[src/rtl/spell_mem_arbiter.sv]
// Two-requester arbiter for a single handshake memory port: IDLE -> ACCESS -> RELEASE.
// Define SPELL_ARB_ROUND_ROBIN_EN for round-robin arbitration; the default is fixed priority (req0 first).
module spell_mem_arbiter (
  input  logic       clock,
  input  logic       reset,
  input  logic       req0_valid,
  input  logic [7:0] req0_addr,
  input  logic [7:0] req0_wdata,
  input  logic [1:0] req0_type,
  input  logic       req0_write,
  output logic       req0_ready,
  output logic [7:0] req0_rdata,
  input  logic       req1_valid,
  input  logic [7:0] req1_addr,
  input  logic [7:0] req1_wdata,
  input  logic [1:0] req1_type,
  input  logic       req1_write,
  output logic       req1_ready,
  output logic [7:0] req1_rdata,
  output logic       mem_select,
  output logic [7:0] mem_addr,
  output logic [7:0] mem_data_in,
  output logic [1:0] mem_type,
  output logic       mem_write,
  input  logic [7:0] mem_data_out,
  input  logic       mem_data_ready,
  output logic       busy,
  output logic       grant
);

  typedef enum logic [1:0] {IDLE, ACCESS, RELEASE} state_t;

  state_t          state_q, state_d;
  logic            mem_select_q, mem_select_d;
  logic [7:0]      mem_addr_q, mem_addr_d;
  logic [7:0]      mem_data_in_q, mem_data_in_d;
  logic [1:0]      mem_type_q, mem_type_d;
  logic            mem_write_q, mem_write_d;
  logic            grant_q, grant_d;
  logic [1:0]      ready_q, ready_d;
  logic [1:0][7:0] rdata_q, rdata_d;

  logic [1:0]      valid_vec;
  logic [1:0][7:0] addr_vec;
  logic [1:0][7:0] wdata_vec;
  logic [1:0][1:0] type_vec;
  logic [1:0]      write_vec;
  logic            win;

  assign valid_vec = {req1_valid, req0_valid};
  assign addr_vec  = {req1_addr, req0_addr};
  assign wdata_vec = {req1_wdata, req0_wdata};
  assign type_vec  = {req1_type, req0_type};
  assign write_vec = {req1_write, req0_write};

  // Winner index; only meaningful when at least one requester is valid.
  always_comb begin
`ifdef SPELL_ARB_ROUND_ROBIN_EN
    win = (&valid_vec) ? ~grant_q : ~valid_vec[0];
`else
    win = ~valid_vec[0];
`endif
  end

  always_comb begin
    state_d       = state_q;
    mem_select_d  = mem_select_q;
    mem_addr_d    = mem_addr_q;
    mem_data_in_d = mem_data_in_q;
    mem_type_d    = mem_type_q;
    mem_write_d   = mem_write_q;
    grant_d       = grant_q;
    ready_d       = 2'b00;
    rdata_d       = rdata_q;
    case (state_q)
      IDLE: begin
        if (|valid_vec) begin
          mem_select_d  = 1'b1;
          mem_addr_d    = addr_vec[win];
          mem_data_in_d = wdata_vec[win];
          mem_type_d    = type_vec[win];
          mem_write_d   = write_vec[win];
          grant_d       = win;
          state_d       = ACCESS;
        end
      end
      ACCESS: begin
        if (mem_data_ready) begin
          mem_select_d     = 1'b0;
          ready_d[grant_q] = 1'b1;
          if (!mem_write_q) begin
            rdata_d[grant_q] = mem_data_out;
          end
          state_d = RELEASE;
        end
      end
      RELEASE: state_d = IDLE;
      default: state_d = IDLE;
    endcase
  end

  always_ff @(posedge clock) begin
    if (reset) begin
      state_q       <= IDLE;
      mem_select_q  <= 1'b0;
      mem_addr_q    <= 8'd0;
      mem_data_in_q <= 8'd0;
      mem_type_q    <= 2'd0;
      mem_write_q   <= 1'b0;
      grant_q       <= 1'b1;
      ready_q       <= 2'b00;
      rdata_q       <= '0;
    end else begin
      state_q       <= state_d;
      mem_select_q  <= mem_select_d;
      mem_addr_q    <= mem_addr_d;
      mem_data_in_q <= mem_data_in_d;
      mem_type_q    <= mem_type_d;
      mem_write_q   <= mem_write_d;
      grant_q       <= grant_d;
      ready_q       <= ready_d;
      rdata_q       <= rdata_d;
    end
  end

  assign mem_select  = mem_select_q;
  assign mem_addr    = mem_addr_q;
  assign mem_data_in = mem_data_in_q;
  assign mem_type    = mem_type_q;
  assign mem_write   = mem_write_q;
  assign grant       = grant_q;
  assign busy        = (state_q != IDLE);
  assign req0_ready  = ready_q[0];
  assign req1_ready  = ready_q[1];
  assign req0_rdata  = rdata_q[0];
  assign req1_rdata  = rdata_q[1];

endmodule

[config.mk]
export PLATFORM = sky130hd
export DESIGN_NAME = spell_mem_arbiter
export DESIGN_NICKNAME = d
export VERILOG_FILES = /design/src/rtl/spell_mem_arbiter.sv
export SDC_FILE = /design/constraint.sdc
export NUM_CORES = 1
export LEC_CHECK = 0
export CAP_MARGIN = 20
export CORE_MARGIN = 2
export CORE_UTILIZATION = 40
export CTS_BUF_LIST = sky130_fd_sc_hd__clkbuf_8 sky130_fd_sc_hd__clkbuf_16
export CTS_CLUSTER_SIZE = 8
export DETAILED_ROUTE_END_ITERATION = 7
export GPL_TIMING_DRIVEN = 0
export PLACE_DENSITY = 0.8
export SYNTH_ARGS = -nofsm -noshare
export SYNTH_HDL_FRONTEND = slang
export SYNTH_SLANG_ARGS = --single-unit
[constraint.sdc]
create_clock -name clock -period 1.61 [get_ports clock]
set_input_delay 0.322 -clock clock [delete_from_list [all_inputs] [get_ports clock]]
set_output_delay 0.322 -clock clock [all_outputs]
set_load 0.1 [all_outputs]
==> run metrics <==
worst min-delay path class flip-flop to flip-flop; maximum VDD drop 589 uV; CTS Hold Bufs 0; CP bufs+invs 1; drt first pass iters 4; Clk Latency, worst-skew pair 300 ps; initial DRC count 89; Pins Over Slew Limit 0; number of buffers created by CTS 5; CTS tree done; normalized max-slew margin 0.617; Finished Core Util 0.682; Residual DRC 0; Setup violations, final 0; largest area contributor in the netlist dfxtp_1; worst reg2reg path depth 6; commonest non-fill, non-tap cells in the layout clkdlybuf4s50_1, dfxtp_1, clkdlybuf4s15_2, mux2i_1, nand2b_1; max incr delay on CP 570 ps; top achievable clock speed 0.647 GHz; grt total ovfl 0; Synth area leaders dfxtp_1, mux2i_1, nand2b_1, a211oi_2, a21oi_1; setup TNS 0 ps; syn_nets 223; fillcell total 363; Period minus WS final 1550 ps; Crit. End Element output port; H-tree depth 2; area delta synth->final 64.4%; Clock Sink Count 41; worst path cell trace clkdlybuf4s15_2; share of the synthesized area in the top cell type 0.455; share of layout cells above drive strength 1 0.268; slack of the critical path 63.5 ps; Die Y 71.2 um; commonest non-fill, non-tap cell in the layout clkdlybuf4s50_1; Pwr per Cell Area 1050 mW/mm2; final WL 4310 um; total core area 0.00435 mm2; worst slack, placed -648 ps; global-route wire length before repair 7290 um; Root Buffer clkbuf_8; Final Skew 8.72 ps; Max Cap Viol 0; vias in the first global route 1,632; GRT Total Usage 0.181; #FFs+latches synth 41; status completed; Arrival @ worst endpoint 1220 ps; DIE WIDTH 71.2 um; row count 24; Avg Vias per Cell 4.95; syn avg cell area 10.5 um2; Die ar. 0.00507 mm2; Starting Density 0.415; CP Launch Type flip-flop; Clk pin slew, worst setup/hold paths 80 ps; crit path max fanout 2; final hold slack 462 ps; Seq/Total Area, Yosys 0.455; CTS Buffer Depth 2; Critical Path RT 1290 ps; Worst-Margin Slew 574 ps; Mapped Cells 172; Fin. Hold Viols 0; Routed Antenna Nets 0; fin crit share 0.961; # IOs 91; Crit path max-delay family buffers and inverters; critical path depth in cells 1; hold-critical path depth 2; pin count of the biggest net entering global routing 14; total number of vias 1,605; total power 3.11 mW; routed length per instance 13.3 um; HPWL Detailed 3270 um; initial antenna violation count 0; gpl congestion 0.715; CP max-delay cell clkdlybuf4s15_2; RSZ-0062 raised after global routing false; number of diodes 0; kind of critical path flip-flop to output port; PortBufs 90; post-synth cell types 22; yosys warns 0; Lkg Pwr 1.17 nW; Syn Std Cell Area 0.00181 mm2; Nets 322
==> state kept, by name, indices dropped and copies added (netlist names) <==
signal and cells:
mem_write 1, mem_select 1, mem_data_in 8, req0_rdata 8
grant 1, mem_type 2, req1_rdata 8, mem_addr 8
ready_q 2, state_q 2
==> synthesized netlist by cell type, drive strengths merged <==
cell / instances
or3b: 1
a21o: 2
nand2b: 24
nor2: 3
clkbuf: 5
inv: 2
buf: 9
and2: 1
mux2i: 35
nand3b: 1
nor3: 2
nand4bb: 1
a211oi: 19
nand2: 3
or2: 2
dfxtp: 41
a21oi: 21
==> worst paths after layout <==
check	slack (ps)	end	start
setup / recovery	60	req0_rdata[0]	req0_rdata[0]
hold reg to reg	460	mem_select	mem_select
hold / removal	460	mem_select	mem_select
setup reg to reg	280	mem_data_in[4]	state_q[0]
==> what timing repair did <==
action	in CTS	in global routing
setup buffers	0	2
gates cloned	0	0
pin swaps	0	1
hold endpoints to repair	0	0
gates resized for setup	127	5
setup endpoints to repair	40	3
==> stage by stage <==
step / cells / instance area (um2)
after global routing: 324 / 2970
after detailed placement: 314 / 2770
after global placement: 314 / 2770
after CTS: 322 / 2950
final: 324 / 2970
after floorplan: 172 / 1810
==> report_power, final <==
part           switching (mW)  internal [mW]  total (mW)
Sequential             0.0458           1.09        1.14
Combinational           0.761          0.348        1.11
Clock                   0.356          0.504       0.860
==> logic make-up after synthesis <==
family          count (synthesis)  synth area share
compound gates                 42             0.173
buf+inv                        16            0.0471
flops                          41             0.455
mux                            35             0.194
simple gates                   38             0.131
==> cell type report <==
cell class | count | area (um2) | share of cell area
timing repair buffer | 92 | 960 | 0.323
buffer | 14 | 85.1 | 0.0287
inverter | 2 | 7.51 | 0.00253
multi-input combinational | 115 | 907 | 0.306
clock buffer | 6 | 82.6 | 0.0278
sequential | 41 | 823 | 0.277
clock inverter | 2 | 37.5 | 0.0126
tap | 52 | 65.1 | 0.0219
==> metal layers <==
metal,GRT usage,part of all wire,up-vias
li1,-,-,808
met1,0.213,0.43,739
met2,0.307,0.48,51
met3,0.0641,0.075,7
met4,0.0629,0.018,0
met5,0,0,-
No activity file was read; power rests on OpenSTA's default activity.
